==> src/rtl/path_delay_meter_if.sv <==
// Control/result bundle between a path_delay_meter and whatever drives it.
// The launch/response pins stay outside because they go to the path under test.
interface path_delay_meter_if #(
    parameter int CNT_W = 8
) ();
    logic             start;
    logic             clear_max;
    logic             busy;
    logic             done;
    logic             timeout;
    logic [CNT_W-1:0] delay_cnt;
    logic [CNT_W-1:0] delay_max;

    // The controller side issues requests and reads back results.
    modport master (
        output start,
        output clear_max,
        input  busy,
        input  done,
        input  timeout,
        input  delay_cnt,
        input  delay_max
    );

    // The meter side accepts requests and publishes results.
    modport slave (
        input  start,
        input  clear_max,
        output busy,
        output done,
        output timeout,
        output delay_cnt,
        output delay_max
    );
endinterface

==> src/rtl/path_delay_meter.sv <==
// Round-trip delay meter: toggles stim_out, then counts clk cycles until the
// synchronised response differs from its level at launch. Results include the
// two-cycle synchronizer latency, so a zero-delay loopback reads 2.
module path_delay_meter #(
    parameter int CNT_W   = 8,
    parameter int TIMEOUT = 200
) (
    input  logic              clk,
    input  logic              rst_n,
    path_delay_meter_if.slave mif,
    input  logic              resp_in,
    output logic              stim_out
);
    typedef enum logic {
        IDLE = 1'b0,
        WAIT = 1'b1
    } state_t;

    // Last count value before a measurement is abandoned.
    localparam logic [CNT_W-1:0] CNT_LAST = CNT_W'(TIMEOUT - 1);

    state_t           state;
    logic             resp_meta;
    logic             resp_s;
    logic             resp_ref;
    logic [CNT_W-1:0] cnt;
    logic             detect;

    assign detect = (resp_s != resp_ref);

    // Bring the asynchronous response pin into the clk domain; nothing else looks at resp_in.
    always_ff @(posedge clk or negedge rst_n) begin
        if (!rst_n) begin
            resp_meta <= 1'b0;
            resp_s    <= 1'b0;
        end else begin
            resp_meta <= resp_in;
            resp_s    <= resp_meta;
        end
    end

    // Launch on start, then wait for the response edge or give up after TIMEOUT cycles.
    always_ff @(posedge clk or negedge rst_n) begin
        if (!rst_n) begin
            state         <= IDLE;
            stim_out      <= 1'b0;
            resp_ref      <= 1'b0;
            cnt           <= '0;
            mif.busy      <= 1'b0;
            mif.done      <= 1'b0;
            mif.timeout   <= 1'b0;
            mif.delay_cnt <= '0;
        end else begin
            mif.done    <= 1'b0;
            mif.timeout <= 1'b0;
            case (state)
                IDLE: begin
                    if (mif.start) begin
                        stim_out <= ~stim_out;
                        resp_ref <= resp_s;
                        cnt      <= '0;
                        mif.busy <= 1'b1;
                        state    <= WAIT;
                    end
                end
                WAIT: begin
                    if (detect) begin
                        mif.delay_cnt <= cnt;
                        mif.done      <= 1'b1;
                        mif.busy      <= 1'b0;
                        state         <= IDLE;
                    end else if (cnt == CNT_LAST) begin
                        mif.delay_cnt <= '1;
                        mif.timeout   <= 1'b1;
                        mif.busy      <= 1'b0;
                        state         <= IDLE;
                    end else begin
                        cnt <= cnt + CNT_W'(1);
                    end
                end
                default: begin
                    state    <= IDLE;
                    mif.busy <= 1'b0;
                end
            endcase
        end
    end

    // Track the worst delay; folds in the fresh result while done is high, and a
    // clear in that same cycle restarts the history from that result.
    always_ff @(posedge clk or negedge rst_n) begin
        if (!rst_n) begin
            mif.delay_max <= '0;
        end else if (mif.done) begin
            if (mif.clear_max) begin
                mif.delay_max <= mif.delay_cnt;
            end else if (mif.delay_cnt > mif.delay_max) begin
                mif.delay_max <= mif.delay_cnt;
            end
        end else if (mif.clear_max) begin
            mif.delay_max <= '0;
        end
    end
endmodule

==> src/flat_wrapper.sv <==
// flat-port wrapper written by rule: the top's interface ports become plain ports
module path_delay_meter_flat 
#(
    parameter int CNT_W   = 8,
    parameter int TIMEOUT = 200
)
  (clk, rst_n, resp_in, stim_out, mif_start, mif_clear_max, mif_busy, mif_done, mif_timeout, mif_delay_cnt, mif_delay_max);
  path_delay_meter_if #(.CNT_W(CNT_W)) mif_i ();
  input  logic clk;
  input  logic rst_n;
  input  logic resp_in;
  output logic stim_out;
  input wire logic [$bits(mif_i.start)-1:0] mif_start;
  input wire logic [$bits(mif_i.clear_max)-1:0] mif_clear_max;
  output wire logic [$bits(mif_i.busy)-1:0] mif_busy;
  output wire logic [$bits(mif_i.done)-1:0] mif_done;
  output wire logic [$bits(mif_i.timeout)-1:0] mif_timeout;
  output wire logic [$bits(mif_i.delay_cnt)-1:0] mif_delay_cnt;
  output wire logic [$bits(mif_i.delay_max)-1:0] mif_delay_max;
  assign mif_i.start = mif_start;
  assign mif_i.clear_max = mif_clear_max;
  assign mif_busy = mif_i.busy;
  assign mif_done = mif_i.done;
  assign mif_timeout = mif_i.timeout;
  assign mif_delay_cnt = mif_i.delay_cnt;
  assign mif_delay_max = mif_i.delay_max;
  path_delay_meter #(.CNT_W(CNT_W), .TIMEOUT(TIMEOUT)) u_core (.clk(clk), .rst_n(rst_n), .mif(mif_i), .resp_in(resp_in), .stim_out(stim_out));
endmodule
==> config.mk <==
export PLATFORM = sky130hd
export DESIGN_NAME = path_delay_meter_flat
export DESIGN_NICKNAME = d
export VERILOG_FILES = /design/src/rtl/path_delay_meter_if.sv /design/src/rtl/path_delay_meter.sv /design/src/flat_wrapper.sv
export SDC_FILE = /design/constraint.sdc
export NUM_CORES = 1
export LEC_CHECK = 0
export BUFFER_PORTS_ARGS = -buffer_cell sky130_fd_sc_hd__buf_2
export CORE_AREA = 3 3 63 65
export CTS_BUF_LIST = sky130_fd_sc_hd__clkbuf_4
export CTS_CLUSTER_SIZE = 24
export DETAILED_ROUTE_END_ITERATION = 8
export DIE_AREA = 0 0 66 68
export PLACE_DENSITY = 0.72
export SKIP_CTS_REPAIR_TIMING = 1
export SLEW_MARGIN = 30
export SYNTH_ARGS = -nofsm -noshare
export SYNTH_HDL_FRONTEND = slang
export SYNTH_SLANG_ARGS = --single-unit
==> constraint.sdc <==
create_clock -name clk -period 1.8 [get_ports clk]
set_input_delay 0.27 -clock clk [delete_from_list [all_inputs] [get_ports clk]]
set_output_delay 0.27 -clock clk [all_outputs]
set_load 0.01 [all_outputs]
==> metrics, run 1 <==
status=finished with violations; failing checks=negative hold slack; via count=1561; Yosys reg bits=32; final core utilization=0.619; Max FO, Critical Path=4; min cycle time layout=1.70 ns; Hold Vio Cnt, Final=32; Sw Ratio=0.458; antenna violations before repair=0; period utilization=0.947; area fraction of the dominant cell type after synthesis=0.465; Post-Synthesis Cells=183; gr usage total=0.201; sequential area share after synthesis=0.465; CP Launch Type=flip-flop; number of synthesized flops with an enable pin=0; Mean Syn Cell Area=9.40 sq um; DIE AREA=4490 sq um; PD cells=1860 nW/um^2; fmax=587 MHz; worst-margin pin slew=0.700 ns; global-route wire length before repair=6810 microns; port buffer count=24; Vias/cell=5.66; biggest area consumer among synthesized cells=dfrtp_1; Core Area=3390 sq um; Crit path largest cell delay=0.45 ns; unique cell type count in the Yosys netlist=33; HPWL Detailed=2980 microns; WP data required=2.02 ns; asr flop ratio synth=1.00; total stage count of the critical path=5; Mapped Nets=197; synth top area cells=dfrtp_1, ha_1, nand3_1, nor2_1, nand2_1; Fin Setup TNS=0 ns; CTS clk-pin slew, worst paths=0.10 ns; WL final=4020 microns; post-route ant nets=0; number of global-route vias before repair=1534; fillcell total=291; cell with the most instances after synthesis=dfrtp_1; Flop pwr share=0.299; Pre-antenna DRT Iters=5; leakage=0.00100 uW; MaxCap Viol Count=0; GRT Residual Overflow=0; boundary pin count=25; Clk Latency, worst-skew pair=0.33 ns; largest net degree at the start of global routing=33; commonest cells in the netlist=dfrtp_1, nor2_1, nand2_1; GPL Wtd Cong=0.889; residual DRC count=0; Synth-to-Final Area Change=22.0%; Ant. Diodes=0; worst path bufs/invs=0; NetSw=1790 uW; Crit Path Class=flip-flop to flip-flop; R2R cell count=5; synthesized cell area=1720 sq um; FF-to-FF setup slack=0.1 ns; cell family with most CP delay=simple AND/OR/NAND/NOR gates; Die H=68 microns; # setup viols final=0; Setup crit end=u_core.cnt[0]$_DFFE_PN0P_; Crit. Startpoint=u_core.cnt[0]$_DFFE_PN0P_; Int Pwr=2120 uW; Combinational Power Share=0.594; DR WL/cell=14.6 microns; fraction of layout cells with a size suffix above 1=0.265; PnR Total Power=3910 uW; synth warn=0; Worst Skew=0.00872 ns; crit path capture type=flip-flop; origin of the critical flop-to-flop path=u_core.cnt[0]$_DFFE_PN0P_; fin. max-slew vios=0; Iter 0 DRT Violations=144; CTS tree=done; slowest stage cell, crit path=or4_1; share of power burned in the clock network=0.107; CTS H-tree depth=2; FF-to-FF End=u_core.cnt[0]$_DFFE_PN0P_; maximum buffer depth of the clock tree=2; root buf cell=clkbuf_4; Hold Slack=-0.0286 ns; worst hold path class=input port to asynchronous set/reset pin; number of cell rows=21; CTS Sinks=32; cell-by-cell trace of the critical path=ha_4 -> nand4_1 -> or4_1 -> nor2b_1 -> mux2_2; Peak supply drop=0.771 mV; Final nets=243; Slew headroom=0.534; Most used DFF post-synth=dfrtp_1; starting density of the core=0.508; Num CTS Buffers=5; Die X=66 microns; crit path DAT=1.93 ns
## cell families after synthesis
logic type | synth area share
AND/OR/NAND/NOR | 0.202
AO/OA/AOI/OAI | 0.183
flip-flops | 0.465
buffers and inverters | 0.0458
adder cells (fa/ha/maj) | 0.0655
XOR/XNOR | 0.0255
multiplexers | 0.0124
## power groups by stage
stage	combinational, uW	sequential [uW]	clock [uW]
6_report	2320	1170	418
5_1_grt	2590	1210	458
4_1_cts	2170	1170	430
3_5_place_dp	2160	1180	0
3_3_place_gp	2080	1160	0
2_1_floorplan	1230	1320	0
## stage by stage
step           cells  worst slack [ns]  instance area (sq um)  hold slack [ns]
6_report         276            0.0958                   2100          -0.0286
5_1_grt          276          -0.00971                   2100           0.0264
3_5_place_dp     264           -0.0185                   1980            0.335
3_3_place_gp     264           0.00346                   1980            0.332
2_1_floorplan    183             0.153                   1720          -0.0256
4_1_cts          272           -0.0473                   2040         -0.00412
## worst min-delay path by stage
stage	startpoint	endpoint	slack, ns	cells after the start
2_1_floorplan	rst_n	u_core.cnt[0]$_DFFE_PN0P_	-0.03	0
3_3_place_gp	u_core.resp_meta$_DFF_PN0_	u_core.resp_s$_DFF_PN0_	0.33	0
5_1_grt	rst_n	u_core.mif.delay_cnt[0]$_DFFE_PN0P_	0.03	1
3_5_place_dp	u_core.resp_meta$_DFF_PN0_	u_core.resp_s$_DFF_PN0_	0.33	0
4_1_cts	rst_n	u_core.mif.delay_max[1]$_DFFE_PN0P_	-0.004	1
6_report	rst_n	u_core.mif.delay_max[4]$_DFFE_PN0P_	-0.03	1
## layer usage
| metal | global-route usage | wire (microns) | vias to the layer above |
|---|---|---|---|
| li1 | - | - | 761 |
| met1 | 0.223 | 1640 | 738 |
| met2 | 0.362 | 2070 | 53 |
| met3 | 0.0591 | 237 | 9 |
| met4 | 0.0787 | 70 | 0 |
| met5 | 0 | 0 | - |
## state kept, by name (all words and copies together), names as in the netlist
register and flops:
u_core.cnt 8, u_core.mif.delay_cnt 8, u_core.mif.delay_max 8, u_core.mif.busy 1, u_core.mif.done 1, u_core.mif.timeout 1, u_core.resp_meta 1, u_core.resp_ref 1
u_core.resp_s 1, u_core.state 1, u_core.stim_out 1
## layout make-up
class,instances,area [sq um],area share
Clock buffer,7,52.6,0.0250
Tap cell,46,57.6,0.0274
Sequential cell,32,801,0.381
Clock inverter,1,3.75,0.00179
Multi-Input combinational cell,135,870,0.414
Timing Repair Buffer,45,278,0.132
Inverter,10,37.5,0.0179
## layout by cell type (no fill, tap or decap), types with 2 or more instances in the layout
cell	instances
a21oi_1	6
a32oi_1	8
buf_2	24
buf_4	21
clkbuf_4	7
dfrtp_1	32
ha_1	8
inv_1	10
nand2_1	21
nand3_1	18
nand4_1	5
nor2_1	22
nor2b_1	4
o2111ai_1	8
o21a_1	3
o21ai_0	10
o21ai_2	2
xnor2_1	4
Power figures use the tool's default switching activity.
==> inputs of run 2 (changes only) <==
--- a/config.mk
+++ b/config.mk
@@ -12,6 +12,7 @@
 export DETAILED_ROUTE_END_ITERATION = 8
 export DIE_AREA = 0 0 66 68
 export PLACE_DENSITY = 0.72
+export REMOVE_ABC_BUFFERS = 1
 export SKIP_CTS_REPAIR_TIMING = 1
 export SLEW_MARGIN = 30
 export SYNTH_ARGS = -nofsm -noshare
==> run 2 against run 1 <==
  * Largest cell class unchanged
  * Global-route usage down 0.26 points
  * Sequential power about the same
  * Wire length down 1.0%
  * Via count is 0.70% higher
  * The flow still finishes with violations (negative hold slack)
  * Design area about the same
  * Count of clock-buffer cells in the layout decreased by 1
  * Non-clock buffer count shrank 2
==> metrics, run 2 (synthesis results as in run 1) <==
status=finished with violations (unchanged); failing checks=negative hold slack (unchanged); Peak supply drop=0.794 mV (was 0.771 mV); maximum buffer depth of the clock tree=2 (unchanged); CTS H-tree depth=2 (unchanged); port buffer count=24 (unchanged); pre-CTS setup slack=0.00154 ns (was -0.0185 ns); Iter 0 DRT Violations=129 (was 144); most common cell after layout, fill and taps aside=dfrtp_1 (unchanged); setup ws final=0.0866 ns (was 0.0958 ns); Num CTS Buffers=5 (unchanged); crit path DAT=1.93 ns (about the same); # setup viols final=0 (unchanged); residual DRC count=0 (unchanged); Die X=66 microns (unchanged); MaxCap Viol Count=0 (unchanged); unrepaired setup endpoints after global routing=yes; CP Launch Type=flip-flop (unchanged); leakage=0.00101 uW (was 0.00100 uW); Worst Skew=0.00741 ns (was 0.00872 ns); fmax=584 MHz (was 587 MHz); global-route wire length before repair=6710 microns (was 6810 microns); Final nets=241 (was 243); starting density of the core=0.508 (unchanged); GRT Residual Overflow=0 (unchanged); period utilization=0.952 (was 0.947); GPL Wtd Cong=0.922 (was 0.889); crit path capture type=flip-flop (unchanged); post-route ant nets=0 (unchanged); PD cells=1880 nW/um^2 (was 1860 nW/um^2); fraction of layout cells with a size suffix above 1=0.259 (was 0.265); CTS Sinks=32 (unchanged); leading registers by flop count=u_core.cnt (8), u_core.mif.delay_cnt (8), u_core.mif.delay_max (8) (unchanged); via count=1572 (was 1561); Crit path largest cell delay=0.44 ns (was 0.45 ns); antenna violations before repair=0 (unchanged); fillcell total=294 (was 291); CTS tree=done (unchanged); DR WL/cell=14.5 microns (was 14.6 microns); worst hold path class=input port to asynchronous set/reset pin (unchanged); Synth-to-Final Area Change=22.0% (about the same); PnR Total Power=3930 uW (was 3910 uW); largest net degree at the start of global routing=33 (unchanged); Vias/cell=5.74 (was 5.66); worst-margin pin slew=0.725 ns (was 0.700 ns); Slew headroom=0.517 (was 0.534); Core Area=3390 sq um (unchanged); root buf cell=clkbuf_4 (unchanged); Hold Slack=-0.0220 ns (was -0.0286 ns); Max FO, Critical Path=4 (unchanged); WL final=3980 microns (was 4020 microns); boundary pin count=25 (unchanged); Pre-antenna DRT Iters=4 (was 5); CTS clk-pin slew, worst paths=0.10 ns (about the same); Hold Vio Cnt, Final=29 (was 32); cell-by-cell trace of the critical path=ha_1 -> nand4_1 -> or4_4 -> nor2b_1 -> mux2_2 (was ha_4 -> nand4_1 -> or4_1 -> nor2b_1 -> mux2_2); WP data required=2.02 ns (about the same); Ant. Diodes=0 (unchanged); min cycle time layout=1.71 ns (was 1.70 ns); Finished Layout Cells=274 (was 276); DIE AREA=4490 sq um (unchanged); Crit Path Class=flip-flop to flip-flop (unchanged); Die H=68 microns (unchanged); gr usage total=0.198 (was 0.201); Clk Latency, worst-skew pair=0.33 ns (about the same); fin. max-slew vios=0 (unchanged); commonest cells after routing, fill and taps aside=dfrtp_1, buf_2, nor2_1 (unchanged); placed insts=263 (was 264); slowest stage cell, crit path=or4_4 (was or4_1); number of cell rows=21 (unchanged); number of global-route vias before repair=1510 (was 1534); HPWL Detailed=2870 microns (was 2980 microns)
run 2: cell type report:
type	instances	area, sq um	share of cell area
multi-input cells	135	860	0.410
flip-flops and latches	32	801	0.382
repair buffers	43	263	0.125
well taps	46	57.6	0.0274
clock buffers	6	45.0	0.0215
inverters	10	37.5	0.0179
clock inverters	2	35.0	0.0167
run 2: routing by layer:
| metal | global-route usage | routed length (microns) |
|---|---|---|
| met1 | 0.221 | 1710 |
| met5 | 0 | 0 |
| met4 | 0.0964 | 87 |
| met3 | 0.0525 | 160 |
| met2 | 0.352 | 2030 |
run 2: power breakdown:
part	internal [uW]	leakage (uW)	switching, uW
registers	990	0.000410	193
logic	888	0.000554	1310
clock network	306	0.0000456	248
run 2: per-stage QoR:
step                      hold WS (ns)  setup TNS, ns  cell area [sq um]  utilization
after floorplan                -0.0256         -0.156               1680            -
after global placement           0.334              0               1980        0.583
after detailed placement         0.336              0               1980        0.583
after CTS                    0.0000815         -0.191               2060        0.607
after global routing            0.0109        -0.0326               2100        0.619
final                          -0.0220              0               2100        0.619
run 2: path summary, 6_finish.rpt:
check	start	endpoint	slack, ns	cells past startpoint
setup / recovery	u_core.cnt[0]$_DFFE_PN0P_	u_core.cnt[0]$_DFFE_PN0P_	0.09	5
hold / removal	rst_n	u_core.mif.delay_max[2]$_DFFE_PN0P_	-0.02	1
setup reg to reg	u_core.cnt[0]$_DFFE_PN0P_	u_core.cnt[0]$_DFFE_PN0P_	0.09	5
hold reg to reg	u_core.resp_meta$_DFF_PN0_	u_core.resp_s$_DFF_PN0_	0.35	0
max in group asynchronous	rst_n	u_core.cnt[4]$_DFFE_PN0P_	1.35	1
min in group clk	resp_in	u_core.resp_meta$_DFF_PN0_	0.04	1
run 2: critical path, delay by kind of cell (launching register included):
kind                     cells  cell delay [ns]
adder cells (fa/ha/maj)      1             0.20
flip-flops                   1             0.41
multiplexers                 1             0.26
AND/OR/NAND/NOR              3             0.74
==> inputs of run 3 (changes only) <==
==> constraint.sdc (replaced) <==
create_clock -name clk -period 1.8 [get_ports clk]
set_input_delay 0.27 -clock clk [delete_from_list [all_inputs] [get_ports clk]]
set_output_delay 0.27 -clock clk [all_outputs]
set_load 0.1 [all_outputs]
==> run 3 against run 2 <==
  * The run still ends with negative hold slack left
  * Count of clock-buffer cells in the layout down 1
  * Clock skew up 0.0037 ns
  * Via count rose by 1.5%
  * Wire length grew 2.6%
  * Global-route usage down 0.70 points
  * Die area stayed put
  * First-iteration DRC count is 26% higher
  * Largest cell class unchanged
==> metrics, run 3 (synthesis results as in run 1) <==
Iter 0 DRT Violations=163 (was 129); met3 wire len=229 microns (was 160 microns); commonest cells after routing, fill and taps aside=dfrtp_1, buf_2, nor2_1 (unchanged); Top Metal Used=met4 (unchanged); via count=1595 (was 1572); FF-to-FF setup slack=0.02 ns (was 0.09 ns); cell family with most CP delay=compound AO/OA/AOI/OAI gates (was simple AND/OR/NAND/NOR gates); Fin Setup TNS=0 ns (unchanged); gr usage total=0.191 (was 0.198); GPL Wtd Cong=0.908 (was 0.922); worst hold path class=input port to asynchronous set/reset pin (unchanged); CTS tree=done (unchanged); residual DRC count=0 (unchanged); # setup viols final=0 (unchanged); number of global-route vias before repair=1506 (was 1510); most common cell after layout, fill and taps aside=dfrtp_1 (unchanged); Crit Path Class=flip-flop to flip-flop (unchanged); WL final=4090 microns (was 3980 microns); Hold Slack=-0.0166 ns (was -0.0220 ns); slowest stage cell, crit path=dfrtp_1 (was or4_4); period utilization=0.988 (was 0.952); Worst Skew=0.0111 ns (was 0.00741 ns); cell-by-cell trace of the critical path=inv_1 -> ha_1 -> nor2b_1 -> o211ai_1 -> buf_4 -> a21oi_4 -> o2111ai_1 -> nand3_1 (was ha_1 -> nand4_1 -> or4_4 -> nor2b_1 -> mux2_2); min cycle time layout=1.78 ns (was 1.71 ns); Crit path largest cell delay=0.36 ns (was 0.44 ns); fillcell total=305 (was 294); Ant. Diodes=0 (unchanged); worst path bufs/invs=2 (was 0); crit path capture type=flip-flop (unchanged); status=finished with violations (unchanged); largest net degree at the start of global routing=33 (unchanged); CTS H-tree depth=2 (unchanged); boundary pin count=25 (unchanged); HPWL Detailed=2930 microns (was 2870 microns); Die X=66 microns (unchanged); starting density of the core=0.508 (unchanged); Slew headroom=0.525 (was 0.517); leading registers by flop count=u_core.cnt (8), u_core.mif.delay_cnt (8), u_core.mif.delay_max (8) (unchanged); placed insts=265 (was 263); setup ws final=0.0217 ns (was 0.0866 ns); pre-CTS setup slack=0.00883 ns (was 0.00154 ns); fin. max-slew vios=0 (unchanged); maximum buffer depth of the clock tree=2 (unchanged); GRT Residual Overflow=0 (unchanged); post-route ant nets=0 (unchanged); Pre-antenna DRT Iters=4 (unchanged); Finished Layout Cells=273 (was 274); DIE AREA=4490 sq um (unchanged); MaxCap Viol Count=0 (unchanged); fmax=562 MHz (was 584 MHz); CP Launch Type=flip-flop (unchanged); root buf cell=clkbuf_4 (unchanged); fraction of layout cells with a size suffix above 1=0.256 (was 0.259); crit path DAT=1.99 ns (was 1.93 ns); Synth-to-Final Area Change=20.4% (was 22.0%); Core Area=3390 sq um (unchanged); CTS Sinks=32 (unchanged); wire length on met2=2120 microns (was 2030 microns); Hold Vio Cnt, Final=17 (was 29); Vias/cell=5.84 (was 5.74); Die H=68 microns (unchanged); failing checks=negative hold slack (unchanged); worst-margin pin slew=0.713 ns (was 0.725 ns); Clk Latency, worst-skew pair=0.33 ns (about the same); CTS clk-pin slew, worst paths=0.10 ns (about the same); antenna violations before repair=0 (unchanged); global-route wire length before repair=6560 microns (was 6710 microns); final core utilization=0.611 (was 0.619); M1 WL=1640 microns (was 1710 microns); Num CTS Buffers=5 (unchanged); port buffer count=24 (unchanged); Final nets=241 (unchanged); WP data required=2.01 ns (was 2.02 ns); Max FO, Critical Path=8 (was 4); number of cell rows=21 (unchanged); DR WL/cell=15.0 microns (was 14.5 microns)
[run 3: layout make-up]
type | instances | area (sq um) | area share
tap | 46 | 57.6 | 0.0278
clock buffer | 5 | 37.5 | 0.0181
inverter | 10 | 37.5 | 0.0181
clock inverter | 2 | 7.51 | 0.00363
sequential | 32 | 801 | 0.387
multi-input combinational | 135 | 867 | 0.419
timing repair buffer | 43 | 263 | 0.127
[run 3: through the flow]
stage                     area [sq um]  hold slack, ns
after CTS                         2040        -0.00209
after floorplan                   1680         -0.0256
after detailed placement          1990           0.346
after global routing              2070          0.0159
final                             2070         -0.0166
after global placement            1990           0.334
[run 3: metal layers]
metal,vias to the layer above,track usage
met4,0,0.0888
li1,754,-
met5,-,0
met3,17,0.0509
met2,56,0.347
met1,768,0.208
[run 3: worst paths after layout]
kind                       depth (start not counted)                                 from                             endpoint
max                                                8  u_core.mif.delay_max[1]$_DFFE_PN0P_  u_core.mif.delay_max[3]$_DFFE_PN0P_
max in group asynchronous                          1                                rst_n           u_core.resp_meta$_DFF_PN0_
min                                                1                                rst_n  u_core.mif.delay_max[2]$_DFFE_PN0P_
min in group clk                                   1                              resp_in           u_core.resp_meta$_DFF_PN0_
min reg2reg                                        0           u_core.resp_meta$_DFF_PN0_              u_core.resp_s$_DFF_PN0_
max reg2reg                                        8  u_core.mif.delay_max[1]$_DFFE_PN0P_  u_core.mif.delay_max[3]$_DFFE_PN0P_
Power of run 3 is left out: the tool's default activity adds up to more than one toggle a clock period on the data nets, which glitch-free logic cannot reach.
